**config.mk**
```make
export PLATFORM = sky130hd
export DESIGN_NAME = axis_packet_distributor_flat
export DESIGN_NICKNAME = d
export VERILOG_FILES = /design/src/rtl/axis_pkg.sv /design/src/rtl/axis_packet_distributor_if.sv /design/src/rtl/axis_skid_buffer.sv /design/src/rtl/axis_packet_distributor.sv /design/src/flat_wrapper.sv
export SDC_FILE = /design/constraint.sdc
export NUM_CORES = 1
export LEC_CHECK = 0
export CAP_MARGIN = 10
export CORE_UTILIZATION = 40
export CTS_BUF_LIST = sky130_fd_sc_hd__clkbuf_4 sky130_fd_sc_hd__clkbuf_8
export CTS_CLUSTER_SIZE = 40
export DETAILED_ROUTE_END_ITERATION = 12
export GPL_TIMING_DRIVEN = 0
export PLACE_DENSITY = 0.78
export SKIP_CTS_REPAIR_TIMING = 1
export SYNTH_ARGS = -nofsm -noshare
export SYNTH_HDL_FRONTEND = slang
export SYNTH_SLANG_ARGS = --single-unit
```
**constraint.sdc**
```tcl
create_clock -name clk -period 2.5 [get_ports clk]
set_input_delay 0.5 -clock clk [delete_from_list [all_inputs] [get_ports clk]]
set_output_delay 0.5 -clock clk [all_outputs]
set_load 0.05 [all_outputs]
```
**src/rtl/axis_pkg.sv**
```systemverilog
// Shared definitions for the AXI-Stream packet distributor:
// selection-mode constants, head/body state encoding, and destination-width helper.
package axis_pkg;

  localparam int MODE_RR    = 0;
  localparam int MODE_READY = 1;

  typedef enum logic {
    HEAD = 1'b0,
    BODY = 1'b1
  } state_t;

  // Destination index width; a single lane still carries a 1-bit tdest.
  function automatic int dest_bits(input int n);
    return (n > 1) ? $clog2(n) : 1;
  endfunction

endpackage

```
**src/rtl/axis_packet_distributor_if.sv**
```systemverilog
// Bundled stream signals of the packet distributor.
// slave  : the distributor side (accepts the input stream, drives the lanes).
// master : the environment side (drives the input stream, sinks the lanes).
interface axis_packet_distributor_if #(
  parameter int AXIS_BYTES         = 1,
  parameter int NUM_MASTER_STREAMS = 2
);
  import axis_pkg::*;

  localparam int DEST_BITS = dest_bits(NUM_MASTER_STREAMS);

  logic                                       axis_i_tready;
  logic                                       axis_i_tvalid;
  logic                                       axis_i_tlast;
  logic [AXIS_BYTES*8-1:0]                    axis_i_tdata;
  logic [NUM_MASTER_STREAMS-1:0]              axis_o_tready;
  logic [NUM_MASTER_STREAMS-1:0]              axis_o_tvalid;
  logic [NUM_MASTER_STREAMS-1:0]              axis_o_tlast;
  logic [NUM_MASTER_STREAMS*AXIS_BYTES*8-1:0] axis_o_tdata;
  logic [DEST_BITS-1:0]                       axis_o_tdest;

  modport slave (
    input  axis_i_tvalid, axis_i_tlast, axis_i_tdata, axis_o_tready,
    output axis_i_tready, axis_o_tvalid, axis_o_tlast, axis_o_tdata, axis_o_tdest
  );

  modport master (
    output axis_i_tvalid, axis_i_tlast, axis_i_tdata, axis_o_tready,
    input  axis_i_tready, axis_o_tvalid, axis_o_tlast, axis_o_tdata, axis_o_tdest
  );

endinterface

```
**src/rtl/axis_skid_buffer.sv**
```systemverilog
// Two-entry skid buffer: the _p1 entry is the registered output stage,
// the _p0 entry absorbs one beat while the output is stalled so that
// in_rdy can be a pure register (not full).
module axis_skid_buffer #(
  parameter int W = 8
) (
  input  logic         clk,
  input  logic         sreset,
  input  logic         in_vld,
  output logic         in_rdy,
  input  logic [W-1:0] in_data,
  output logic         out_vld,
  input  logic         out_rdy,
  output logic [W-1:0] out_data
);

  logic         vld_p0;
  logic [W-1:0] data_p0;
  logic         vld_p1;
  logic [W-1:0] data_p1;
  logic         out_free;

  assign in_rdy   = !vld_p0;
  assign out_free = !vld_p1 || out_rdy;
  assign out_vld  = vld_p1;
  assign out_data = data_p1;

  // Occupancy control plus output word; the output word is cleared on reset.
  always_ff @(posedge clk) begin
    if (sreset) begin
      vld_p0  <= 1'b0;
      vld_p1  <= 1'b0;
      data_p1 <= '0;
    end else if (out_free) begin
      if (vld_p0) begin
        vld_p1  <= 1'b1;
        data_p1 <= data_p0;
        vld_p0  <= 1'b0;
      end else begin
        vld_p1 <= in_vld;
        if (in_vld) begin
          data_p1 <= in_data;
        end
      end
    end else if (in_vld) begin
      vld_p0 <= 1'b1;
    end
  end

  // Skid word captures the incoming beat whenever the output stage cannot take it.
  always_ff @(posedge clk) begin
    if (in_vld && !out_free) begin
      data_p0 <= in_data;
    end
  end

endmodule

```
**src/rtl/axis_packet_distributor.sv**
```systemverilog
// Packet-level AXI-Stream distributor: each tlast-delimited packet is sent
// whole to one enabled lane, chosen by rotation (MODE 0) or by rotation
// skipping lanes whose tready is low (MODE 1). One registered output stage.
// Optional per-lane packet counters: define AXIS_DISTRIBUTOR_STATS_EN.
module axis_packet_distributor
  import axis_pkg::*;
#(
  parameter int AXIS_BYTES         = 1,
  parameter int NUM_MASTER_STREAMS = 2,
  parameter int MODE               = MODE_RR,
  parameter int COUNT_BITS         = 32
) (
  input  logic                                     clk,
  input  logic                                     sreset,
  input  logic [NUM_MASTER_STREAMS-1:0]            out_enable,
  axis_packet_distributor_if.slave                 axis
`ifdef AXIS_DISTRIBUTOR_STATS_EN
  ,
  output logic [NUM_MASTER_STREAMS*COUNT_BITS-1:0] pkt_count
`endif
);

  localparam int N         = NUM_MASTER_STREAMS;
  localparam int DEST_BITS = dest_bits(N);
  localparam int DATA_W    = AXIS_BYTES * 8;
  localparam int SKID_W    = DATA_W + 1 + DEST_BITS;

  state_t                state;
  logic [DEST_BITS-1:0]  last_dest;
  logic [DEST_BITS-1:0]  cur_dest;
  logic [DEST_BITS-1:0]  cand;
  logic                  cand_found;
  logic [N-1:0]          elig;
  logic [DEST_BITS-1:0]  push_dest;
  logic                  push;
  logic                  skid_rdy;
  logic                  out_vld;
  logic                  out_last;
  logic [DATA_W-1:0]     out_data;
  logic [DEST_BITS-1:0]  out_dest;
  logic [N-1:0]          lane_hit;
  logic                  sel_ready;

  if (COUNT_BITS < 1) begin : g_count_bits_invalid
  end

  assign elig = out_enable & ((MODE == MODE_READY) ? axis.axis_o_tready : {N{1'b1}});

  // Rotating search from last_dest+1; iterating k downwards lets the nearest lane win.
  always_comb begin
    cand_found = 1'b0;
    cand       = '0;
    for (int k = N; k >= 1; k--) begin
      for (int j = 0; j < N; j++) begin
        if ((j == (int'(last_dest) + k) % N) && elig[j]) begin
          cand_found = 1'b1;
          cand       = DEST_BITS'(j);
        end
      end
    end
  end

  assign axis.axis_i_tready = !sreset && skid_rdy && ((state == BODY) || cand_found);
  assign push               = axis.axis_i_tvalid && axis.axis_i_tready;
  assign push_dest          = (state == HEAD) ? cand : cur_dest;

  // Packet framing: lock the destination at the head, release it on the tlast beat.
  always_ff @(posedge clk) begin
    if (sreset) begin
      state     <= HEAD;
      last_dest <= DEST_BITS'(N - 1);
      cur_dest  <= '0;
    end else if (push) begin
      if (state == HEAD) begin
        cur_dest  <= cand;
        last_dest <= cand;
        state     <= axis.axis_i_tlast ? HEAD : BODY;
      end else if (axis.axis_i_tlast) begin
        state <= HEAD;
      end
    end
  end

  // ---- stage boundary: registered output via skid buffer ----
  axis_skid_buffer #(
    .W (SKID_W)
  ) u_skid (
    .clk      (clk),
    .sreset   (sreset),
    .in_vld   (push),
    .in_rdy   (skid_rdy),
    .in_data  ({push_dest, axis.axis_i_tlast, axis.axis_i_tdata}),
    .out_vld  (out_vld),
    .out_rdy  (sel_ready),
    .out_data ({out_dest, out_last, out_data})
  );

  // Lane decode of the registered beat and the ready of the lane it targets.
  always_comb begin
    lane_hit  = '0;
    sel_ready = 1'b0;
    for (int i = 0; i < N; i++) begin
      lane_hit[i] = (out_dest == DEST_BITS'(i));
      if (lane_hit[i]) begin
        sel_ready = axis.axis_o_tready[i];
      end
    end
  end

  assign axis.axis_o_tvalid = out_vld  ? lane_hit : '0;
  assign axis.axis_o_tlast  = out_last ? lane_hit : '0;
  assign axis.axis_o_tdata  = {N{out_data}};
  assign axis.axis_o_tdest  = out_dest;

`ifdef AXIS_DISTRIBUTOR_STATS_EN
  logic [COUNT_BITS-1:0] pkt_cnt [N];

  // Per-lane completed-packet counters, wrapping naturally.
  always_ff @(posedge clk) begin
    for (int i = 0; i < N; i++) begin
      if (sreset) begin
        pkt_cnt[i] <= '0;
      end else if (axis.axis_o_tvalid[i] && axis.axis_o_tready[i] && axis.axis_o_tlast[i]) begin
        pkt_cnt[i] <= pkt_cnt[i] + 1'b1;
      end
    end
  end

  for (genvar g = 0; g < N; g++) begin : g_cnt_out
    assign pkt_count[g*COUNT_BITS +: COUNT_BITS] = pkt_cnt[g];
  end
`endif

endmodule

```
**src/flat_wrapper.sv**
```systemverilog
// flat-port wrapper written by rule: the top's interface ports become plain ports
module axis_packet_distributor_flat import axis_pkg::*;
#(
  parameter int AXIS_BYTES         = 1,
  parameter int NUM_MASTER_STREAMS = 2,
  parameter int MODE               = MODE_RR,
  parameter int COUNT_BITS         = 32
)
  (clk, sreset, out_enable, axis_axis_i_tvalid, axis_axis_i_tlast, axis_axis_i_tdata, axis_axis_o_tready, axis_axis_i_tready, axis_axis_o_tvalid, axis_axis_o_tlast, axis_axis_o_tdata, axis_axis_o_tdest);
  axis_packet_distributor_if #(.AXIS_BYTES(AXIS_BYTES), .NUM_MASTER_STREAMS(NUM_MASTER_STREAMS)) axis_i ();
  input  logic clk;
  input  logic sreset;
  input  logic [NUM_MASTER_STREAMS-1:0] out_enable;
  input wire logic [$bits(axis_i.axis_i_tvalid)-1:0] axis_axis_i_tvalid;
  input wire logic [$bits(axis_i.axis_i_tlast)-1:0] axis_axis_i_tlast;
  input wire logic [$bits(axis_i.axis_i_tdata)-1:0] axis_axis_i_tdata;
  input wire logic [$bits(axis_i.axis_o_tready)-1:0] axis_axis_o_tready;
  output wire logic [$bits(axis_i.axis_i_tready)-1:0] axis_axis_i_tready;
  output wire logic [$bits(axis_i.axis_o_tvalid)-1:0] axis_axis_o_tvalid;
  output wire logic [$bits(axis_i.axis_o_tlast)-1:0] axis_axis_o_tlast;
  output wire logic [$bits(axis_i.axis_o_tdata)-1:0] axis_axis_o_tdata;
  output wire logic [$bits(axis_i.axis_o_tdest)-1:0] axis_axis_o_tdest;
  assign axis_i.axis_i_tvalid = axis_axis_i_tvalid;
  assign axis_i.axis_i_tlast = axis_axis_i_tlast;
  assign axis_i.axis_i_tdata = axis_axis_i_tdata;
  assign axis_i.axis_o_tready = axis_axis_o_tready;
  assign axis_axis_i_tready = axis_i.axis_i_tready;
  assign axis_axis_o_tvalid = axis_i.axis_o_tvalid;
  assign axis_axis_o_tlast = axis_i.axis_o_tlast;
  assign axis_axis_o_tdata = axis_i.axis_o_tdata;
  assign axis_axis_o_tdest = axis_i.axis_o_tdest;
  axis_packet_distributor #(.AXIS_BYTES(AXIS_BYTES), .NUM_MASTER_STREAMS(NUM_MASTER_STREAMS), .MODE(MODE), .COUNT_BITS(COUNT_BITS)) u_core (.clk(clk), .sreset(sreset), .out_enable(out_enable), .axis(axis_i));
endmodule
```
==> results of run 1 <==
cell families (layout without fill, tap and decap cells):
| logic type | count (synthesis) | count (layout) |
|---|---|---|
| compound gates | 30 | 30 |
| simple gates | 17 | 17 |
| flops | 25 | 25 |
| mux | 10 | 10 |
| buf+inv | 17 | 57 |
worst max-delay path, delay by kind of cell:
family                 cells  cell delay [ns]
buffers and inverters      2             0.73
AND/OR/NAND/NOR            2             0.57
per-layer routing:
metal,global-route usage (%),up-vias,share of wire (%)
met4,12.5,0,2.8
met5,0,-,0
met3,2.46,5,5.3
li1,-,439,-
met1,19.5,391,45
met2,27.1,36,47
path summary, 6_finish.rpt:
check,from,end,slack [ns],cells past startpoint
hold / removal,u_core.cur_dest$_SDFFE_PP0P_,u_core.cur_dest$_SDFFE_PP0P_,0.50,2
hold reg to reg,u_core.cur_dest$_SDFFE_PP0P_,u_core.cur_dest$_SDFFE_PP0P_,0.50,2
setup reg to reg,u_core.u_skid.out_data[9]$_SDFFE_PP0P_,u_core.u_skid.data_p0[4]$_DFFE_PP_,0.41,4
setup / recovery,out_enable[0],axis_axis_i_tready,0.20,4
cells in the mapped netlist:
cell       count  area [sq um]
inv_1          1          3.75
nor2b_1        2          12.5
or2_2          1          6.26
dfxtp_1       15           300
clkbuf_2       1          5.00
buf_4          8          60.1
o21ai_0        3          15.0
or3_4          1          11.3
nand2_1        3          11.3
or3_1          1          6.26
and2_1         2          12.5
edfxtp_1      10           300
a21bo_1        1          10.0
mux2i_1       10           100
buf_1          2          7.51
a21bo_2        1          10.0
clkbuf_1       3          11.3
a311oi_1       9          78.8
a21oi_1       12          60.1
o2111ai_1      1          8.76
a31oi_1        1          6.26
nor3_1         1          5.00
nand2b_1       1          6.26
a31o_4         1          17.5
buf_6          2          22.5
nand3_1        2          10.0
nor2_1         2          7.51
a21oi_2        1          8.76
and2_2         1          7.51
final cells by class:
cell class | instances | area, sq um | area share, %
well taps | 30 | 37.5 | 2.42
repair buffers | 36 | 363 | 23.4
clock inverters | 1 | 5.00 | 0.323
multi-input cells | 57 | 412 | 26.6
inverters | 1 | 3.75 | 0.242
flip-flops and latches | 25 | 601 | 38.7
plain buffers | 16 | 106 | 6.86
clock buffers | 3 | 22.5 | 1.45
per-stage QoR:
step | setup WS (ns) | instances | util [%] | cell area (sq um)
floorplan | 0.386 | 99 | - | 1120
global placement | -0.175 | 165 | 59.2 | 1520
detailed placement | -0.188 | 165 | 59.2 | 1520
CTS | -0.190 | 169 | 60.3 | 1550
global route | 0.180 | 169 | 60.4 | 1550
finish | 0.199 | 169 | 60.4 | 1550
cells in the final DEF, fill, tap and decap left out, types with 2 or more instances in the layout:
cell / netlist / layout
buf_4: 8 / 8
o21ai_0: 3 / 3
clkbuf_1: 3 / 3
nand2_1: 3 / 3
buf_1: 2 / 2
a311oi_1: 9 / 9
dfxtp_1: 15 / 15
clkbuf_4: 0 / 3
and2_1: 2 / 2
buf_6: 2 / 2
a21oi_1: 12 / 12
mux2i_1: 10 / 10
nand3_1: 2 / 2
clkdlybuf4s50_1: 0 / 35
nor2_1: 2 / 2
nor2b_1: 2 / 2
edfxtp_1: 10 / 10
report_power, final:
part           internal [mW]  switching [mW]  total (mW)
registers              0.439          0.0111       0.450
clock network         0.0600           0.118       0.178
logic                 0.0922           0.128       0.220
flip-flops by register name, summed over array words and instances (netlist names):
name,cells
u_core.u_skid.data_p0,10
u_core.u_skid.out_vld,1
u_core.cur_dest,1
u_core.last_dest,1
u_core.state,1
u_core.u_skid.vld_p0,1
u_core.u_skid.out_data,10
==> flow_summary.yaml, run 1 <==
detailed_routing:
  drt-pass1-iter-count: 4
  wirelength_microns: 2250
  wl_per_cell_microns: 13.3
  vias: 871
  viasPerCell: 5.15
  ant_nets: 0
  drt_iter0_markers: 18
  drc: 0
synthesis:
  ys_types: 29
  synth_compound_area_share_pct: 19.2
  synth_area_sq_mm: 0.00112
  yosys.area_share.simple_pct: 8.58
  synth_xor_area_share_pct: 0
  yosys_warnings: 0
  ys_ff_latch: 25
  synth_nets: 115
  synthAdderAreaFrac_pct: 0
  syn_area_per_cell_sq_um: 11.3
  syn_inst: 99
  synth_top_family_by_area: "compound AO/OA/AOI/OAI gates"
  synth_seq_area_share_pct: 53.5
  synth_mux_area_share_pct: 8.92
sta:
  fmax_mhz: 435
  period_needed_ns: 2.30
  post-route-period-util_pct: 92.0
  slew_viol_final: 0
  fin_skew_ns: 0.00121
  tns_ns: 0
  hold_viol: 0
  rsz0062_at_grt: "false"
  tightest_slew_ns: 0.809
  slew_headroom_pct: 45.9
  hold_ws_ns: 0.495
  finalSetupViolCount: 0
cts:
  clockBufferDepth: 2
  cts_tree: "built"
  root_buffer: "clkbuf_4"
  cts_made_buffers: 3
  clk_latency_ns: 0.32
  cts.htree.levels: 1
  cts.sinks: 25
  clkTransAtPathRegs_ns: 0.13
critical_path:
  slowest_delay_ns: 0.42
  startpoint_type: "primary input"
  crit_type: "primary input to output pin"
  path_cells: "clkdlybuf4s50_1 -> or3_4 -> and2_2 -> dlymetal6s2s_1"
  path_max_fanout: 4
  cp_slowest_cell: "clkdlybuf4s50_1"
  cp.required_ns: 2.00
  endpoint_kind: "output pin"
  crit_arrival_ns: 1.80
cells_and_area:
  nFillCells: 219
  layout-drive-gt1-share_pct: 15.1
  area_growth_pct: 38.1
  layout.nets: 156
  n_antenna_cell: 0
grt:
  antenna_found_initial: 0
  grt_pass1_vias: 734
  gr-total-overflow: 0
  grt_max_degree: 15
  grtUsageTotal_pct: 16.6
  grt_pass1_wl_microns: 3340
floorplan:
  core_sq_mm: 0.00257
  ios: 38
  dieArea_sq_mm: 0.00302
  start_util_pct: 43.7
  die_h_microns: 55.0
  row_count: 18
  dieWidth_microns: 55.0
pwr:
  power_density_mw_per_mm2: 547
  p_leak_nw: 0.535
  finalPower_mw: 0.848
  ir_drop_v: 0.000380
worst_hold_path:
  hold_class: "register to register"
placement:
  post-dp-hpwl_microns: 1690
  gp_congestion: 0.758
  io_buffers: 36
flow_run:
  max_cap_viol_count: 0
outcome:
  outcome: "finished clean"
No activity file was read; power rests on OpenSTA's default activity.
==> run 2: changes to the inputs <==
--- a/config.mk
+++ b/config.mk
@@ -12,6 +12,7 @@
 export DETAILED_ROUTE_END_ITERATION = 12
 export GPL_TIMING_DRIVEN = 0
 export PLACE_DENSITY = 0.78
+export REMOVE_ABC_BUFFERS = 1
 export SKIP_CTS_REPAIR_TIMING = 1
 export SYNTH_ARGS = -nofsm -noshare
 export SYNTH_HDL_FRONTEND = slang
==> run 2 against run 1 <==
  * Maximum frequency shrank 0.60%
  * Non-clock buffer count decreased by 15
  * Sequential power is essentially flat
  * Sequential cell count unchanged
  * Utilization shrank 3.5 points
  * Clock-buffer cell count unchanged
  * Die area stayed put
  * Register-to-register slack barely moved
  * Clock power decreased by 2%
  * Via count fell by 4.1%
  * First-iteration DRC count fell by 11%
  * Hold slack got worse by 0.0051 ns
==> flow_summary.yaml, run 2 (synthesized netlist as in run 1, its figures left out) <==
outcome:
  outcome: "finished clean"
cts:
  cts.sinks: 25
  cts_made_buffers: 3
  cts_tree: "built"
  clockBufferDepth: 2
  cts.htree.levels: 1
  clkTransAtPathRegs_ns: 0.13
  root_buffer: "clkbuf_4"
  clk_latency_ns: 0.32
cells_and_area:
  layout.nets: 141
  fin_area_sq_mm: 0.00146
  n_antenna_cell: 0
  seq_area_sq_um: 602
  mostFrequentLayoutCell: "clkdlybuf4s50_1"
  multiInputGateArea_sq_um: 414
  final_cell_mix: "clkdlybuf4s50_1, dfxtp_1, a21oi_1"
  nFillCells: 227
  area_growth_pct: 30.1
  layout-drive-gt1-share_pct: 9.68
critical_path:
  endpoint_kind: "output pin"
  startpoint_type: "primary input"
  r2r-start: "u_core.u_skid.out_data[9]$_SDFFE_PP0P_"
  startpoint: "out_enable[0]"
  crit_arrival_ns: 1.81
  path_max_fanout: 4
  crit_type: "primary input to output pin"
  reg2regPathDepth: 3
  cp.required_ns: 2.00
sta:
  period_needed_ns: 2.31
  fmax_mhz: 432
  tightest_slew_ns: 0.750
  hold_ws_ns: 0.490
  slew_headroom_pct: 49.9
  post-route-period-util_pct: 92.6
  fin_skew_ns: 0.0135
  hold_viol: 0
  rsz0062_at_grt: "false"
  final.setup.worst_slack_ns: 0.185
  finalSetupViolCount: 0
  slew_viol_final: 0
floorplan:
  ios: 38
  row_count: 18
  die_h_microns: 55.0
  dieWidth_microns: 55.0
  core_sq_mm: 0.00257
  dieArea_sq_mm: 0.00302
  start_util_pct: 43.7
placement:
  dpl_cell_area_sq_mm: 0.00142
  pre_cts_slack_ns: -0.423
  gp_congestion: 0.719
  io_buffers: 37
  post-dp-hpwl_microns: 1550
detailed_routing:
  drc: 0
  drt_iter0_markers: 16
  vias: 835
  wirelength_microns: 2170
  wl_per_cell_microns: 14.1
  viasPerCell: 5.42
  ant_nets: 0
  drt-pass1-iter-count: 4
worst_hold_path:
  hold_path_depth: 2
  hold_class: "register to register"
  hp-start: "u_core.cur_dest$_SDFFE_PP0P_"
grt:
  grtUsageTotal_pct: 15.8
  antenna_found_initial: 0
  grt_pass1_vias: 700
  grt_max_degree: 24
  gr-total-overflow: 0
  grt_pass1_wl_microns: 3270
pwr:
  power_density_mw_per_mm2: 566
  ir_drop_v: 0.000402
  p_leak_nw: 0.483
flow_run:
  max_cap_viol_count: 0
run 2: final timing paths:
check	to	slack [ns]
hold / removal	u_core.cur_dest$_SDFFE_PP0P_	0.49
hold reg to reg	u_core.cur_dest$_SDFFE_PP0P_	0.49
setup reg to reg	u_core.u_skid.data_p0[0]$_DFFE_PP_	0.40
setup / recovery	axis_axis_i_tready	0.19
run 2: final cells by class:
class | instances | area share (%)
clock inverters | 1 | 0.343
well taps | 30 | 2.57
multi-input cells | 57 | 28.4
flip-flops and latches | 25 | 41.2
repair buffers | 37 | 25.7
inverters | 1 | 0.257
clock buffers | 3 | 1.54
run 2: through the flow:
step	std cells	setup TNS, ns	power (mW)	util, %
floorplan	83	0	0.580	-
global placement	150	-2.70	0.658	55.5
detailed placement	150	-2.92	0.663	55.5
CTS	154	-0.414	0.834	56.5
global route	154	0	0.868	56.9
finish	154	0	0.827	56.9
run 2: power by group:
group	internal [mW]	switching, mW
Clock	0.0598	0.114
Combinational	0.0788	0.124
Sequential	0.439	0.0114
run 2: layer usage:
metal  global-route usage, %  wire, microns  vias up
li1                        -              -      410
met1                    19.6            900      395
met2                    26.7           1130       28
met3                    4.92            120        2
met4                    3.75             15        0
met5                       0              0        -
run 2: critical path, cell delays in order:
cell and delay [ns]:
clkdlybuf4s50_1 0.43, or3_4 0.40, and2_2 0.18, dlymetal6s2s_1 0.30
